## src/rtl/uart_rx.sv

```systemverilog
// UART receiver: 2-flop rx synchronizer, 16x oversampling FSM and a first-word
// fall-through receive FIFO. Define UART_RX_PARITY_EN to add an even-parity bit after the data.
module uart_rx #(
    parameter int DBIT     = 8,
    parameter int SB_TICK  = 16,
    parameter int DVSR     = 326,
    parameter int DVSR_BIT = 9,
    parameter int FIFO_W   = 2
) (
    input  logic            clk,
    input  logic            rst,
    input  logic            rx,
    input  logic            rd_uart,
    output logic [DBIT-1:0] r_data,
    output logic            rx_empty,
    output logic            rx_full,
    output logic            frame_err,
    output logic            overrun,
    output logic            parity_err
);

    localparam int N_W = (DBIT > 1) ? $clog2(DBIT) : 1;
    localparam logic [FIFO_W:0] DEPTH_CNT = (FIFO_W + 1)'(1 << FIFO_W);

    typedef enum logic [2:0] {IDLE, START, DATA, PARITY, STOP} state_t;

    // ---------------- input synchronizer ----------------
    logic sync_q1;
    logic rx_sync;

    // NOTE: non-blocking assignments make each flop capture the previous stage's
    // old value, which is what turns these two statements into a shift chain.
    always_ff @(posedge clk or negedge rst) begin
        if (!rst) begin
            sync_q1 <= 1'b1;
            rx_sync <= 1'b1;
        end else begin
            sync_q1 <= rx;
            rx_sync <= sync_q1;
        end
    end

    // ---------------- oversampling tick ----------------
    logic [DVSR_BIT-1:0] baud_cnt;
    logic                tick;

    assign tick = (baud_cnt == DVSR_BIT'(DVSR - 1));

    always_ff @(posedge clk or negedge rst) begin
        if (!rst)      baud_cnt <= '0;
        else if (tick) baud_cnt <= '0;
        else           baud_cnt <= baud_cnt + DVSR_BIT'(1);
    end

    // ---------------- receive FSM ----------------
    state_t          state;
    logic [3:0]      s;
    logic [N_W-1:0]  n;
    logic [DBIT-1:0] b;
    logic            stop_sample;
    logic            push;

    assign stop_sample = (state == STOP) && tick && (s == 4'(SB_TICK - 1));

`ifdef UART_RX_PARITY_EN
    logic par_bit;
    logic parity_ok;

    // Even parity: data bits plus parity bit carry an even number of ones.
    assign parity_ok = ((^b) == par_bit);
    assign push      = stop_sample && rx_sync && parity_ok;
`else
    assign push       = stop_sample && rx_sync;
    assign parity_err = 1'b0;
`endif

    always_ff @(posedge clk or negedge rst) begin
        if (!rst) begin
            state     <= IDLE;
            s         <= '0;
            n         <= '0;
            b         <= '0;
            frame_err <= 1'b0;
`ifdef UART_RX_PARITY_EN
            par_bit    <= 1'b0;
            parity_err <= 1'b0;
`endif
        end else begin
            frame_err <= 1'b0;
`ifdef UART_RX_PARITY_EN
            parity_err <= 1'b0;
`endif
            case (state)
                IDLE: begin
                    if (!rx_sync) begin
                        state <= START;
                        s     <= '0;
                    end
                end
                START: begin
                    if (tick) begin
                        if (s == 4'd7) begin
                            // Mid start bit: a line back high was only a glitch.
                            if (!rx_sync) begin
                                state <= DATA;
                                s     <= '0;
                                n     <= '0;
                            end else begin
                                state <= IDLE;
                            end
                        end else begin
                            s <= s + 4'd1;
                        end
                    end
                end
                DATA: begin
                    if (tick) begin
                        if (s == 4'd15) begin
                            s <= '0;
                            b <= {rx_sync, b[DBIT-1:1]};
                            if (n == N_W'(DBIT - 1)) begin
`ifdef UART_RX_PARITY_EN
                                state <= PARITY;
`else
                                state <= STOP;
`endif
                            end else begin
                                n <= n + N_W'(1);
                            end
                        end else begin
                            s <= s + 4'd1;
                        end
                    end
                end
`ifdef UART_RX_PARITY_EN
                PARITY: begin
                    if (tick) begin
                        if (s == 4'd15) begin
                            par_bit <= rx_sync;
                            s       <= '0;
                            state   <= STOP;
                        end else begin
                            s <= s + 4'd1;
                        end
                    end
                end
`endif
                STOP: begin
                    if (tick) begin
                        if (s == 4'(SB_TICK - 1)) begin
                            frame_err <= !rx_sync;
`ifdef UART_RX_PARITY_EN
                            parity_err <= !parity_ok;
`endif
                            state <= IDLE;
                        end else begin
                            s <= s + 4'd1;
                        end
                    end
                end
                default: state <= IDLE;
            endcase
        end
    end

    // ---------------- receive FIFO ----------------
    logic [DBIT-1:0]   mem [1 << FIFO_W];
    logic [FIFO_W-1:0] wr_ptr;
    logic [FIFO_W-1:0] rd_ptr;
    logic [FIFO_W:0]   count;
    logic              do_pop;
    logic              do_push;

    assign rx_empty = (count == '0);
    assign rx_full  = (count == DEPTH_CNT);
    assign do_pop   = rd_uart && !rx_empty;
    // A pop in the same cycle frees the slot, so a full FIFO still accepts the push.
    assign do_push  = push && (!rx_full || do_pop);
    assign r_data   = rx_empty ? '0 : mem[rd_ptr];

    // NOTE: the storage array is deliberately not reset; r_data is forced to 0
    // while empty, so stale contents are never visible after reset.
    always_ff @(posedge clk) begin
        if (do_push) mem[wr_ptr] <= b;
    end

    always_ff @(posedge clk or negedge rst) begin
        if (!rst) begin
            wr_ptr  <= '0;
            rd_ptr  <= '0;
            count   <= '0;
            overrun <= 1'b0;
        end else begin
            overrun <= push && !do_push;
            if (do_push) wr_ptr <= wr_ptr + FIFO_W'(1);
            if (do_pop)  rd_ptr <= rd_ptr + FIFO_W'(1);
            case ({do_push, do_pop})
                2'b10:   count <= count + (FIFO_W + 1)'(1);
                2'b01:   count <= count - (FIFO_W + 1)'(1);
                default: count <= count;
            endcase
        end
    end

endmodule
```

## config.mk

```make
export PLATFORM = sky130hd
export DESIGN_NAME = uart_rx
export DESIGN_NICKNAME = d
export VERILOG_FILES = /design/src/rtl/uart_rx.sv
export SDC_FILE = /design/constraint.sdc
export NUM_CORES = 1
export LEC_CHECK = 0
export BUFFER_PORTS_ARGS = -buffer_cell sky130_fd_sc_hd__buf_2
export CAP_MARGIN = 20
export CORE_ASPECT_RATIO = 1.5
export CORE_UTILIZATION = 45
export DETAILED_ROUTE_END_ITERATION = 6
export GPL_ROUTABILITY_DRIVEN = 0
export PLACE_DENSITY = 0.73
export SYNTH_ARGS = -nofsm -noshare
export SYNTH_HDL_FRONTEND = slang
export SYNTH_SLANG_ARGS = --single-unit
```

## constraint.sdc

```tcl
create_clock -name clk -period 2.65 [get_ports clk]
set_clock_uncertainty 0.2 [all_clocks]
set_input_delay 0 -clock clk [delete_from_list [all_inputs] [get_ports clk]]
set_output_delay 0 -clock clk [all_outputs]
set_load 0.02 [all_outputs]
```

======== Word level (Yosys, flattened, before mapping) ========
Memory sizes are Yosys's and may differ from the RTL's.
Index checks and enable logic that the tools add are counted.
word-level totals
  bits in registers ....................... 38
  bits in writable memories ............... 32
  input bits .............................. 4
  output and inout bits ................... 13
  memories kept ........................... 1
memory list
  name  depth  bits a word  read ports  clocked after memory_dff  wr ports  RTL line  source
  mem   4      8            1           0                         1         167       logic [DBIT-1:0] mem [1 << FIFO_W];
cells by class
  add/subtract/negate cells ............... 7
  equal/unequal tests ..................... 21
  mux-type cells .......................... 33
  reduce and logical (&&, ||, !) cells .... 20
operators with widths
  kind                   number
  $mux W3                14
  $mux W4                7
  $ne A2 B2 Y1 const B   10
  $pmux W4 S4            1
  $pmux W3 S2            2
  $pmux W3 S4            1
  $add A9 B1 Y9 const B  1
  $eq A3 B3 Y1 const B   3
  $eq A9 B9 Y1 const B   1
  $mux W9                1
  $mux W8                1
  $reduce_and A8 Y1      1
  $reduce_and A7 Y1      1
  $add A3 B1 Y3 const B  2
  $logic_and A1 B1 Y1    6
  $logic_not A3 Y1       2
  $mux W1                5
  $reduce_and A5 Y1      1
  $add A2 B1 Y2 const B  2
  $add A4 B1 Y4 const B  1
  $eq A4 B3 Y1 const B   1
  $eq A4 B4 Y1 const B   1
  $logic_not A1 Y1       4
  $reduce_bool A2 Y1     2
  other kinds (10)       10

======== Logic depth before layout (Yosys ltp) ========
  depth in word-level cells ............... 7
  depth in mapped cells ................... 10
  gate-level depth less buffers ........... 9

======== Least setup slack after synthesis ========
OpenSTA, ideal clock, no wires.
  path kind ............................... flip-flop to flip-flop
  start point ............................. reg baud_cnt[0]
  end point ............................... reg count[2]
  setup time .............................. 0.087 ns
  arrival ................................. 2.038 ns
  required time ........................... 2.363 ns
  path slack .............................. 0.325 ns
  cell stages (with the launch flop) ...... 10
  clock period less this slack ............ 2.325 ns
  cells stage by stage .................... dfrtp_1 > ha_1 > and4bb_1 > nand4_1 > buf_2 > nor2b_1 > fa_1 > or3b_1 > o22a_1 > o211ai_1
on the way
  longest elaborated chain between the ends .. 7
  elaborated cells on any way between the ends .. 9
  classes of those cells .................. eq/ne (3); mux (1); reduce/logical (5)
ends and longest elaborated chain
  element                                            RTL line  source
  start, declared                                    44        logic [DVSR_BIT-1:0] baud_cnt;
  start signal, assigned                             52        else baud_cnt <= baud_cnt + DVSR_BIT'(1);
  $eq A9 B9 Y1 (*)                                   47        assign tick = (baud_cnt == DVSR_BIT'(DVSR - 1));
  $logic_and A1 B1 Y1 (*) (2 in a row)               63        assign stop_sample = (state == STOP) && tick && (s == 4'(SB_TICK - 1));
  $logic_and A1 B1 Y1 (*)                            73        assign push = stop_sample && rx_sync;
  $logic_and A1 B1 Y1 (*)                            178       assign do_push = push && (!rx_full || do_pop);
  $eq A2 B1 Y1 or $eq A2 B2 Y1 (tied branches)       197       case ({do_push, do_pop})
  $pmux W3 S2 or $reduce_bool A2 Y1 (tied branches)  --
  end signal, assigned                               198       2'b10: count <= count + (FIFO_W + 1)'(1);
  end signal, assigned                               199       2'b01: count <= count - (FIFO_W + 1)'(1);
  end signal, assigned                               200       default: count <= count;
  end, declared                                      170       logic [FIFO_W:0] count;
Mark *: on every way between the ends. The rest lies on a longest branch, timed or not.
A chain may end at the register's enable or synchronous reset.

======== Final worst setup path ========
Ends and elaborated chain as after synthesis.

==> results.txt <==
- The largest single stage delay on the critical path is 0.42 ns.
- Synthesis inferred 70 register bits.
- Die ar.: 0.007515 mm2
- Adder and majority cell fraction of the synthesized area: 4.113%
* Grt total ovfl: 0
- The area growth from synthesis to layout is 12.42%.
* Number of gates on the worst path with buffers counted: 8
* Core Box Area: 0.006898 mm2
- TritonCTS built the clock tree.
- In this run the critical register-to-register path is launched from baud_cnt[0].
- The final layout contains 282 nets.
* Buffers and inverters on the worst path: 0
* Maximum vdd ir drop: 0.0003746 V
* Clock transition time at the flip-flop clock pins of the worst setup and hold paths: 0.07 ns
- Worst relative slew slack: 42.19%
- Most frequent cell after synthesis: sky130_fd_sc_hd__dfrtp_1
- H-Tree Depth: 3
- Walking the worst path, the cells encountered are ha_1, and4bb_1, nand4_1, nor2b_1, fa_1, or3b_1, o22a_1, o211ai_1.
* Number of global-route vias before repair: 1,948
- Number of buffers added on ports: 15
* Delay-heaviest family, CP: simple AND/OR/NAND/NOR gates
- Summing over every cut layer, the via total after detailed routing is 1,905.
- At the worst endpoint, the arrival time is 2.39 ns.
- Final Hold Violating Endpoints: 0
- Synth Area in XOR/XNOR: 3.531%
- Number of primary I/O pins: 17
- Global-route wire length before repair: 9156 um
- Number of fillers in the final layout: 550
* Place WS: 0.3488 ns
- Fraction of the mapped netlist area in simple logic gates: 14.90%
* Biggest area consumer among synthesized cells: sky130_fd_sc_hd__edfxtp_1
- EDFF count, synth: 32
* Post-cts repair resize count: 0
* Cell depth of the worst min-delay path: 2
- The path with the worst hold slack has its endpoint at sync_q1.
* Number of synthesis warnings: 0
* Switching power: 431.4 uW
* Kind of end point of the critical path: flop
* Worst Hold Launch: rx
- After synthesis, the share of flip-flops with an asynchronous set or reset is 54.29%.
- Area fraction in compound gates after synthesis: 4.695%
- Average instance area after synthesis: 13.16 um2
* Status: completed
* Count of distinct cell types in the synthesized netlist: 45
* Maximum number of pins on one net before global-route repair: 39
- From left edge to right edge, the die measures 71.12 um.
* Maximum fanout count along the critical path: 4
- For this design, the sink count on the clock tree is 70.
* Cell Rows: 37
- Dividing the detail-routed wire length by the instance count gives 15.15 um.
* Internal Dissipation: 1.674 mW
- Cells with a size suffix above 1 make up 23.08% of the layout.
- The number of clock buffers added by TritonCTS is 9.
- Final wirelength: 5317 um
* Reported leakage power: 1.583 nW
* Part of the total power dissipated in combinational logic: 1.3%
- The die is 105.7 um tall.
- Dividing total power by cell area gives a power density of 581.0 mW/mm2.
* Final setup violating endpoints: 0
- Global router's overall resource usage: 16.47%
- Clock latency on the worst-skew pair: 0.35 ns
- Class of the worst hold path: input pin to flop
* Post-synth design cell area: 0.003224 mm2
- Share of cell area taken by muxes after synthesis: 10.44%
- After detailed routing, the number of vias per cell comes to 5.427.
* Type of the worst setup path: flop to flop
* Data required time at the worst endpoint: 2.72 ns
* Number of antenna violations at the first check in global routing: 0
* Clock Root Buffer: sky130_fd_sc_hd__clkbuf_8
* Top cells by area, synth: sky130_fd_sc_hd__edfxtp_1 30%, sky130_fd_sc_hd__dfrtp_1 28%, sky130_fd_sc_hd__mux4_2 5.6%, sky130_fd_sc_hd__ha_1 3.5%, sky130_fd_sc_hd__mux2_2 3.1%
- For flop-to-flop paths, the worst setup slack is 0.33 ns.
- The worst register-to-register path ends at count[2].
* Sw Share: 20.49%
* Final critical-path setup slack: 0.3282 ns
- The first detailed-routing pass took 6 iterations.
* Cell total after placement: 332
- Buffers added to address setup during post-CTS repair amount to 0.
* Unrepaired setup endpoints after global routing: no
- Tcrit/Tclk final: 87.62%
* Launching element type of the critical path: flop
- Cell with the biggest individual delay on the critical path: sky130_fd_sc_hd__dfrtp_1
* Post-synthesis net count: 259
* Number of antenna repair diodes: 0
- The worst register-to-register path has a depth of 8.
- The initial utilization of the core area, before any placement, comes to 46.74%.
* Main combinational cell family by area after synthesis: simple AND/OR/NAND/NOR gates
- Final Instance Count excl. Fillers: 351
* Number of buffers on the longest clock path: 2
- Seq pwr share: 53.8%
* Max-cap violations: 0
- Finished Core Util: 52.55%
- Per report_power, the clock group accounts for 44.9% of the total.
- The number of pins with negative max-slew slack in the final report was 0.
- Minimum clock period after layout: 2.322 ns
* Starting DRC count in detailed routing: 155
* Most common library cells after synthesis: 36 x sky130_fd_sc_hd__dfrtp_1, 32 x sky130_fd_sc_hd__edfxtp_1, 16 x sky130_fd_sc_hd__nor2_1
* Sequential element share of the synthesized area: 59.37%
- The top cell type by area accounts for 29.80% of the synthesized area.
- Achievable clock frequency: 0.4307 GHz
- The count of nets left with antenna violations once routing finished came out at 0.
- Once detailed placement completed, the half-perimeter wirelength came to 3746 um.
* Gate Count Post-Synth: 245
- Number of design rule violations left after detail routing: 0
- At the pin with the least slew margin, the transition time is 0.8672 ns.
- Adding up every negative setup slack in the final design gives 0 ns.
- Ys flop type: sky130_fd_sc_hd__dfrtp_1
per-stage QoR:
step                      hold WS [ns]  area [um2]  power, mW
after detailed placement      -0.09384        3373      1.180
after floorplan                -0.4956        3224      1.165
final                          0.09272        3625      2.106
after global routing           0.07934        3625      2.182
after CTS                      0.07058        3625      2.131
after global placement        -0.09289        3373      1.179
cell type report:
class,count,area [um2],area share (%)
flip-flops and latches,70,1914,52.81
multi-input cells,155,1219,33.62
repair buffers,22,135.1,3.728
clock buffers,10,127.6,3.521
well taps,78,97.59,2.692
clock inverters,6,93.84,2.589
inverters,10,37.54,1.036
timing repair:
item	in CTS	in global routing
hold buffers	3	0
hold endpoints to repair	44	0
setup endpoints to repair	0	0
cells in the final DEF (no fill, tap or decap), types with 4 or more instances in the layout:
| master | n |
|---|---|
| sky130_fd_sc_hd__xnor2_1 | 9 |
| sky130_fd_sc_hd__clkbuf_8 | 9 |
| sky130_fd_sc_hd__and2_1 | 12 |
| sky130_fd_sc_hd__dfrtp_1 | 36 |
| sky130_fd_sc_hd__mux2_2 | 9 |
| sky130_fd_sc_hd__and3_1 | 4 |
| sky130_fd_sc_hd__ha_1 | 9 |
| sky130_fd_sc_hd__mux2i_1 | 4 |
| sky130_fd_sc_hd__buf_2 | 15 |
| sky130_fd_sc_hd__buf_4 | 4 |
| sky130_fd_sc_hd__nand2_1 | 15 |
| sky130_fd_sc_hd__mux4_2 | 8 |
| sky130_fd_sc_hd__nor2_1 | 16 |
| sky130_fd_sc_hd__xor2_1 | 4 |
| sky130_fd_sc_hd__nand3_1 | 13 |
| sky130_fd_sc_hd__inv_1 | 10 |
| sky130_fd_sc_hd__nor3_1 | 4 |
| sky130_fd_sc_hd__a21oi_1 | 6 |
| sky130_fd_sc_hd__edfxtp_1 | 32 |
| sky130_fd_sc_hd__o21ai_0 | 10 |
worst max-delay path by stage:
stage / to / slack, ns / start
2_1_floorplan: count[2] / 0.32 / baud_cnt[0]
3_3_place_gp: count[2] / 0.42 / baud_cnt[0]
3_5_place_dp: count[2] / 0.35 / baud_cnt[0]
4_1_cts: count[2] / 0.33 / baud_cnt[0]
5_1_grt: count[2] / 0.17 / baud_cnt[1]
6_report: count[2] / 0.33 / baud_cnt[0]
registers in the layout, indices dropped and copies added (netlist names):
name and flops:
mem 32, baud_cnt 9, b 8, s 4
count 3, n 3, state 3, rd_ptr 2
wr_ptr 2, frame_err 1, overrun 1, rx_sync 1
sync_q1 1
kinds of logic after synthesis:
kind of cell	Yosys count
simple gates	85
flops	70
compound gates	24
mux	22
buf+inv	20
xor+xnor	13
fa+ha+maj	10
other cells	1
power groups by stage:
| stage | sequential (mW) | combinational [mW] | clock, mW |
|---|---|---|---|
| floorplan | 1.15 | 0.0102 | 0 |
| finish | 1.13 | 0.0276 | 0.946 |
| detailed placement | 1.15 | 0.0250 | 0 |
| CTS | 1.13 | 0.0289 | 0.970 |
| global route | 1.13 | 0.0322 | 1.02 |
| global placement | 1.15 | 0.0244 | 0 |
metal layers:
| metal | vias to the layer above | global-route usage, % | wire, um |
|---|---|---|---|
| met5 | - | 0 | 0 |
| met4 | 0 | 8.143 | 120 |
| met3 | 10 | 4.589 | 142 |
| met2 | 28 | 29.46 | 2871 |
| met1 | 948 | 17.47 | 2183 |
| li1 | 919 | - | - |
No activity file was read; power rests on OpenSTA's default activity.
